**config.mk**
```make
export PLATFORM = sky130hd
export DESIGN_NAME = servo_cw_ramp
export DESIGN_NICKNAME = d
export VERILOG_FILES = /design/src/rtl/servo_cw_ramp.sv
export SDC_FILE = /design/constraint.sdc
export NUM_CORES = 1
export LEC_CHECK = 0
export CORE_UTILIZATION = 59
export CTS_CLUSTER_SIZE = 40
export DETAILED_ROUTE_END_ITERATION = 10
export GPL_TIMING_DRIVEN = 0
export PLACE_DENSITY = 0.91
export SETUP_SLACK_MARGIN = 0.05
export SYNTH_ARGS = -nofsm -noshare
export SYNTH_HDL_FRONTEND = slang
export SYNTH_SLANG_ARGS = --single-unit
export TNS_END_PERCENT = 10
```
**constraint.sdc**
```tcl
create_clock -name clk -period 9.4 [get_ports clk]
set_input_delay 0.94 -clock clk [delete_from_list [all_inputs] [get_ports clk]]
set_output_delay 0.94 -clock clk [all_outputs]
set_load 0.01 [all_outputs]
```
**src/rtl/servo_cw_ramp.sv**
```systemverilog
// Rate-limited compare-word stage: slews PWM_CW toward a handshaken target by at most STEP per PWM frame.
// Optional target clamping to [CW_MIN, CW_MAX] is enabled by defining SERVO_CW_RAMP_CLAMP_EN.
module servo_cw_ramp #(
  parameter int unsigned PERIOD  = 62500,
  parameter int unsigned STEP    = 25,
  parameter int unsigned INIT_CW = 4688,
  parameter int unsigned CW_MIN  = 3125,
  parameter int unsigned CW_MAX  = 6250
) (
  input  logic        clk,
  input  logic        rst_n,
  input  logic [15:0] target_cw,
  input  logic        target_valid,
  output logic        target_ready,
  output logic [15:0] PWM_CW,
  output logic        frame_tick,
  output logic        busy,
  output logic        clamp_hit
);

`ifdef SERVO_CW_RAMP_CLAMP_EN
  localparam bit CLAMP_EN = 1'b1;
`else
  localparam bit CLAMP_EN = 1'b0;
`endif

  localparam logic [15:0] PERIOD_W  = 16'(PERIOD);
  localparam logic [16:0] STEP_W    = 17'(STEP);
  localparam logic [15:0] INIT_W    = 16'(INIT_CW);
  localparam logic [15:0] CW_MIN_W  = 16'(CW_MIN);
  localparam logic [15:0] CW_MAX_W  = 16'(CW_MAX);

  typedef enum logic {IDLE, RAMP} state_t;

  state_t      state;
  state_t      state_next;
  logic [15:0] frame_cnt;
  logic [15:0] pend_cw;
  logic        pend_valid;
  logic [15:0] target_reg;
  logic        accept;
  logic [15:0] eff;
  logic [15:0] next_cw;
  logic [16:0] diff;
  logic [15:0] clamped_cw;
  logic [15:0] stored_cw;

  assign target_ready = !pend_valid;
  assign accept       = target_valid && !pend_valid;
  assign eff          = pend_valid ? pend_cw : target_reg;

  always_ff @(posedge clk or negedge rst_n) begin
    if (!rst_n) begin
      frame_cnt  <= 16'd0;
      frame_tick <= 1'b0;
    end else begin
      frame_cnt  <= (frame_cnt == PERIOD_W) ? 16'd0 : frame_cnt + 16'd1;
      frame_tick <= (frame_cnt == PERIOD_W);
    end
  end

  always_comb begin
    clamped_cw = target_cw;
    if (target_cw < CW_MIN_W)
      clamped_cw = CW_MIN_W;
    else if (target_cw > CW_MAX_W)
      clamped_cw = CW_MAX_W;
  end

  assign stored_cw = CLAMP_EN ? clamped_cw : target_cw;

  // Differences are taken 17 bits wide so neither direction can wrap.
  always_comb begin
    diff    = 17'd0;
    next_cw = PWM_CW;
    if (STEP == 0) begin
      next_cw = eff;
    end else if (eff > PWM_CW) begin
      diff    = {1'b0, eff} - {1'b0, PWM_CW};
      next_cw = (diff > STEP_W) ? PWM_CW + STEP_W[15:0] : eff;
    end else if (eff < PWM_CW) begin
      diff    = {1'b0, PWM_CW} - {1'b0, eff};
      next_cw = (diff > STEP_W) ? PWM_CW - STEP_W[15:0] : eff;
    end
  end

  // An accept coinciding with the tick lands in pend and is applied on the following tick.
  always_ff @(posedge clk or negedge rst_n) begin
    if (!rst_n) begin
      pend_cw    <= INIT_W;
      pend_valid <= 1'b0;
      target_reg <= INIT_W;
      PWM_CW     <= INIT_W;
      clamp_hit  <= 1'b0;
    end else begin
      clamp_hit <= CLAMP_EN && accept && (clamped_cw != target_cw);
      if (accept) begin
        pend_cw    <= stored_cw;
        pend_valid <= 1'b1;
      end else if (frame_tick) begin
        pend_valid <= 1'b0;
      end
      if (frame_tick) begin
        target_reg <= eff;
        PWM_CW     <= next_cw;
      end
    end
  end

  always_ff @(posedge clk or negedge rst_n) begin
    if (!rst_n)
      state <= IDLE;
    else
      state <= state_next;
  end

  always_comb begin
    state_next = state;
    case (state)
      IDLE: if (accept) state_next = RAMP;
      RAMP: if (frame_tick && !accept && (next_cw == eff)) state_next = IDLE;
      default: state_next = IDLE;
    endcase
  end

  always_comb begin
    busy = (state == RAMP);
  end

endmodule

```
==> impl_metrics.toml, run 1 <==
[die]
start_util_pct = 61.9
fp.dieArea_um2 = 11400
die_y_um = 107
placementRows = 37
die_w_um = 107
ios = 39
core_um2 = 10500

[power_and_ir_drop]
p_sw_uw = 823
peakVddDrop_v = 0.000190
pwr-share-comb_pct = 65.2
power_frac_seq_pct = 20.8
p_int_uw = 797
switching_share_pct = 50.8
power_leakage_uw = 0.00302
pwr_density_cell_nw_per_um2 = 225
clkPwrFrac_pct = 14.0

[clock_tree]
cts_root_buf = "clkbuf_8"
cts_resized = 0
htree_num_levels = 3
postCtsSetupBuffers = 0
cts_sinks = 67
clk_latency_ps = 360
cts_tree = "done"
hold_buffers = 0
path_clk_slew_ps = 80
cts_buffers = 9
max-clock-path-buffers = 2

[yosys]
ys_seq_area_share_pct = 26.1
synth-main-ff-cell = "dfrtp_1"
yosys-top-cells-area = "dfrtp_1, ha_1, a21oi_1, dfstp_2, o21ai_0"
synth_nets = 856
postSynthCellCount = 796
synth_cell_type_count = 94
ys_warn_count = 0
syn_avg_cell_area_um2 = 8.14
synth_top_area_cell = "dfrtp_1"
async_flop_share_pct = 100
synth_edf_count = 0
ys_ff_latch = 67
synth_commonest_cells = "a21oi_1, nor2_1, nand2_1"
syn-cell-area_um2 = 6480
synth_top_area_share_pct = 21.2

[final_layout]
multiInputGateArea_um2 = 4450
fillCellCount = 856
diodes = 0
syn_to_final_growth_pct = 11.0
fin_cells = 985
drive_above_1_share_pct = 11.3
fin_nets = 904
seqCellArea_um2 = 1690

[critical_path]
r2r_slack_ps = 2270
cp_max_fo = 10
worstSetupPathType = "flip-flop to flip-flop"
timing.rr.start = "pend_valid$_DFFE_PN0P_"
crit_required_ps = 9640
critPathLaunchType = "flip-flop"
r2r-end = "busy$_DFF_PN0_"
worstPathArrival_ps = 7370
reg2reg_depth = 19
endpoint_kind = "flip-flop"

[routing]
drc_errors = 0
drt_first_pass_iters = 5
viasPerCell = 6.84
drtIter0Drc = 685
wl_mm = 22.1
via_count = 6739
postRouteAntennaNets = 0
wire_per_inst_um = 22.4

[min_path]
hold_path.class = "flip-flop to flip-flop"
hp-start = "target_reg[9]$_DFFE_PN1P_"
holdPathStages = 2
hold_end = "target_reg[9]$_DFFE_PN1P_"

[timing]
slew-limit-headroom_pct = 10.9
period_minus_slack_ps = 7130
finalWorstSetupSlack_ps = 2270
hold_viol = 0
rsz0062_at_grt = "false"
fin_hold_ws_ps = 510
post-route-period-util_pct = 75.8
tns_ps = 0
fmaxAchievable_mhz = 140
fin_skew_ps = 13.8
slew_viol_final = 0
setup_viol = 0
worst_pin_slew_ps = 1320

[global_routing]
grt-ovfl-total = 0
grt_use_total_pct = 39.8
grt_pass1_wl_mm = 34.5
antenna_found_initial = 0
first_global_vias = 6472
grt_max_degree = 68

[place]
placed_cells_incl_taps = 969
preCtsSetupSlack_ps = 2540
io_buffers = 37
dpl.hpwl_mm = 16.9
gp_congestion = 1.02

[flow_run]
drv_cap = 0

[status]
status = "complete, no violations"
==> how the worst max path moves through the flow <==
stage                           endpoint  slack (ps)                    from
after global routing      busy$_DFF_PN0_        2030  pend_valid$_DFFE_PN0P_
after detailed placement  busy$_DFF_PN0_        2540  pend_valid$_DFFE_PN0P_
final                     busy$_DFF_PN0_        2270  pend_valid$_DFFE_PN0P_
after CTS                 busy$_DFF_PN0_        2510  pend_valid$_DFFE_PN0P_
after floorplan           busy$_DFF_PN0_        4300  pend_valid$_DFFE_PN0P_
after global placement    busy$_DFF_PN0_        2520  pend_valid$_DFFE_PN0P_
==> power groups by stage <==
| stage | sequential, uW | combinational [uW] | clock, uW |
|---|---|---|---|
| 2_1_floorplan | 335 | 746 | 0 |
| 6_report | 336 | 1060 | 227 |
| 3_3_place_gp | 339 | 1010 | 0 |
| 4_1_cts | 336 | 1020 | 228 |
| 5_1_grt | 339 | 1130 | 236 |
| 3_5_place_dp | 341 | 1010 | 0 |
==> metrics by stage <==
| step | area (um2) | total power, uW | utilization (%) |
|---|---|---|---|
| 2_1_floorplan | 6480 | 1080 | - |
| 4_1_cts | 7190 | 1580 | 68.8 |
| 6_report | 7190 | 1620 | 68.8 |
| 3_3_place_gp | 7020 | 1350 | 67.1 |
| 3_5_place_dp | 7020 | 1350 | 67.1 |
| 5_1_grt | 7190 | 1700 | 68.8 |
==> worst max-delay path: stages (launching register included) <==
cell	delay, ps
dfrtp_1	330
clkbuf_1	500
buf_1	620
mux2i_1	640
inv_1	220
ha_1	440
buf_2	240
a21oi_1	190
o21ai_1	160
a21o_1	230
o31ai_1	1080
nor2_1	280
clkbuf_1	380
nand2_1	130
o21ai_0	110
o31ai_1	230
o211ai_1	150
nor4bb_1	450
nand4b_1	220
o32a_1	390
==> placed cells by master, fill, tap and decap left out, drive strengths merged, types with 5 or more instances in the layout <==
| cell type | count |
|---|---|
| buf | 17 |
| a211oi | 9 |
| a21o | 13 |
| nor2b | 5 |
| a21oi | 76 |
| o2111ai | 5 |
| o22ai | 5 |
| nand3 | 25 |
| nor3 | 22 |
| ha | 39 |
| mux2i | 18 |
| a31oi | 9 |
| or2 | 5 |
| nand4 | 14 |
| nand2b | 6 |
| nor2 | 70 |
| o211ai | 8 |
| nand2 | 65 |
| and2 | 8 |
| dfstp | 12 |
| or3 | 17 |
| o21ai | 56 |
| and3 | 12 |
| o31ai | 8 |
| xnor2 | 24 |
| nor4 | 12 |
| and4 | 5 |
| a221oi | 6 |
| inv | 40 |
| o21a | 6 |
| mux2 | 17 |
| clkdlybuf4s50 | 36 |
| clkbuf | 33 |
| dfrtp | 55 |
| or4 | 9 |
| xor2 | 12 |
==> layer usage <==
metal  track usage (%)  vias up  wire, um  share of wire [%]
li1                  -     3055         -                  -
met1              50.4     3175      8880                 40
met2              64.7      412     10100                 46
met3              7.23       97      2050                9.3
met4              20.6        0       996                4.5
met5                 0        -         0                  0
==> cells by family (layout without fill, tap and decap cells) <==
family | count (synthesis) | count (layout) | share of synthesized area, %
flip-flops | 67 | 67 | 26.1
XOR/XNOR | 36 | 36 | 4.87
AND/OR/NAND/NOR | 287 | 287 | 23.2
AO/OA/AOI/OAI | 251 | 251 | 26.6
multiplexers | 35 | 35 | 5.74
adder cells (fa/ha/maj) | 41 | 41 | 8.15
buffers and inverters | 78 | 131 | 5.23
other | 1 | 1 | 0.0579
==> layout make-up <==
cell class | instances | area share, %
well taps | 136 | 2.37
flip-flops and latches | 67 | 23.5
clock inverters | 6 | 0.557
clock buffers | 10 | 1.91
plain buffers | 39 | 2.68
repair buffers | 37 | 5.11
inverters | 39 | 2.03
multi-input cells | 651 | 61.8
(Power assumes the default switching activity.)
==> run 2, diff against run 1 <==
--- a/config.mk
+++ b/config.mk
@@ -5,7 +5,7 @@
 export SDC_FILE = /design/constraint.sdc
 export NUM_CORES = 1
 export LEC_CHECK = 0
-export CORE_UTILIZATION = 59
+export CORE_UTILIZATION = 56
 export CTS_CLUSTER_SIZE = 40
 export DETAILED_ROUTE_END_ITERATION = 10
 export GPL_TIMING_DRIVEN = 0
==> constraint.sdc (replaced) <==
create_clock -name clk -period 6 [get_ports clk]
set_input_delay 0.6 -clock clk [delete_from_list [all_inputs] [get_ports clk]]
set_output_delay 0.6 -clock clk [all_outputs]
set_load 0.01 [all_outputs]
==> run 2 against run 1 <==
Effect of this change:
- combinational power increased by 61%
- count of clock-buffer cells in the layout increased by 2
- flip-flop and latch count unchanged
- critical path depth decreased by 2
- maximum frequency increased by 20%
- power increased by 75%
- non-clock buffer count increased by 1
- largest power group unchanged
- register-to-register slack got worse by 2200 ps
- die area increased by 5.3%
==> impl_metrics.toml, run 2 (synthesis results as in run 1) <==
[power_and_ir_drop]
peakVddDrop_v = 0.000267
power_leakage_uw = 0.00308
pwr_density_cell_nw_per_um2 = 378

[critical_path]
critPathMaxStageDelay_ps = 580
critPathLaunchType = "flip-flop"
slowest_stage = "dfrtp_2"
path_delay_family = "compound AO/OA/AOI/OAI gates"
crit_required_ps = 6220
worstPathArrival_ps = 6180
crit_buf_inv = 3
worstPathCellList = "buf_4 -> mux2i_2 -> inv_1 -> ha_1 -> buf_2 -> a21oi_1 -> o21ai_0 -> a21o_1 -> or4_1 -> a221oi_1 -> nand4_1 -> nand2_1 -> o221a_1 -> o211ai_1 -> nor4bb_1 -> nand4b_1 -> o32a_1"
endpoint_kind = "flip-flop"
cp_max_fo = 10
worstSetupPathType = "flip-flop to flip-flop"

[clock_tree]
path_clk_slew_ps = 50
cts_root_buf = "clkbuf_16"
clk_latency_ps = 340
cts_sinks = 67
cts_tree = "done"
cts_buffers = 9
max-clock-path-buffers = 2
htree_num_levels = 3
hold_buffers = 0

[place]
io_buffers = 37
dpl.hpwl_mm = 16.5
preCtsSetupSlack_ps = -755
placed_area_um2 = 7020
gp_congestion = 1.02

[routing]
wire_per_inst_um = 22.7
wl_mm = 22.5
postRouteAntennaNets = 0
drtIter0Drc = 952
drt_first_pass_iters = 6
viasPerCell = 6.95
drc_errors = 0
via_count = 6883

[final_layout]
fillCellCount = 891
postLayoutCellArea_um2 = 7480
final_common_cell = "nor2_1"
diodes = 0
final_cell_mix = "nor2_1, a21oi_1, nand2_1, dfrtp_1, o21ai_0"
syn_to_final_growth_pct = 15.4
fin_nets = 905
drive_above_1_share_pct = 13.2
multiInputGateArea_um2 = 4560
seqCellArea_um2 = 1690
finish.utilization_pct = 67.5

[global_routing]
grt-ovfl-total = 0
grt_max_degree = 68
first_global_vias = 6380
grt_pass1_wl_mm = 34.3
antenna_found_initial = 0
grt_use_total_pct = 38.3

[timing]
worst_pin_slew_ps = 823
fmaxAchievable_mhz = 168
tns_ps = 0
slew_viol_final = 0
fin_skew_ps = 5.88
hold_viol = 0
slew-limit-headroom_pct = 45.1
setup_viol = 0
finalWorstSetupSlack_ps = 43.7
period_minus_slack_ps = 5960
fin_hold_ws_ps = 356
post-route-period-util_pct = 99.3

[status]
status = "complete, no violations"

[die]
start_util_pct = 58.5
fp.dieArea_um2 = 12000
core_um2 = 11100
ios = 39
die_w_um = 110
die_y_um = 110
placementRows = 38

[flow_run]
drv_cap = 0

[min_path]
hold_path.class = "input port to async pin"
[run 2: cell count changes in the layout (fill, tap and decap cells not counted), moves of 2 or more]
| cell | change |
|---|---|
| bufinv_16 | +2 |
| mux2i_4 | +4 |
| buf_4 | +3 |
| clkbuf_16 | +9 |
| clkbuf_8 | -8 |
| clkinv_2 | -2 |
| mux2i_2 | +4 |
| mux2i_1 | -8 |
[run 2: worst register-to-register path, stage by stage, from the launching register on]
cell	delay [ps]
dfrtp_2	580
buf_4	330
mux2i_2	430
inv_1	140
ha_1	350
buf_2	200
a21oi_1	320
o21ai_0	180
a21o_1	240
or4_1	530
a221oi_1	410
nand4_1	290
nand2_1	360
o221a_1	230
o211ai_1	160
nor4bb_1	480
nand4b_1	220
o32a_1	390
[run 2: final timing paths]
kind | cells past startpoint | slack (ps) | start | to
max | 17 | 40 | pend_valid$_DFFE_PN0P_ | busy$_DFF_PN0_
min | 1 | 360 | rst_n | PWM_CW[8]$_DFFE_PN0P_
max reg2reg | 17 | 40 | pend_valid$_DFFE_PN0P_ | busy$_DFF_PN0_
min reg2reg | 1 | 500 | frame_cnt[0]$_DFF_PN0_ | frame_cnt[0]$_DFF_PN0_
max in group asynchronous | 1 | 5050 | rst_n | pend_valid$_DFFE_PN0P_
min in group clk | 1 | 500 | frame_cnt[0]$_DFF_PN0_ | frame_cnt[0]$_DFF_PN0_
[run 2: timing repair]
action / 4_1_cts / 5_1_grt
setup buffers: 2 / 0
endpoints found under the hold margin: 0 / 0
resized for setup: 9 / 18
pin swaps: 1 / 1
endpoints found under the setup margin: 12 / 1
[run 2: report_power, final]
group / internal [uW] / switching [uW]
combinational: 611 / 1100
clock: 385 / 189
sequential: 503 / 41.1
total: 1500 / 1330
[run 2: cell type report]
| class | count | share of cell area [%] |
|---|---|---|
| clock buffers | 12 | 3.43 |
| well taps | 140 | 2.34 |
| flip-flops and latches | 67 | 22.6 |
| multi-input cells | 651 | 60.9 |
| inverters | 39 | 1.96 |
| plain buffers | 38 | 2.59 |
| repair buffers | 39 | 5.12 |
| clock inverters | 4 | 0.971 |
[run 2: routing by layer]
metal  share of wire (%)  GRT usage, %  vias up
met5                   0             0        -
met4                 4.9          17.8        0
met3                 8.3          6.82       99
met2                  45          61.5      440
met1                  41          50.0     3281
li1                    -             -     3063
[run 2: per-stage QoR]
stage / total power (uW) / std cells
after floorplan: 1690 / 796
after CTS: 2720 / 990
after detailed placement: 2120 / 973
final: 2830 / 990
after global routing: 2960 / 990
after global placement: 2100 / 973
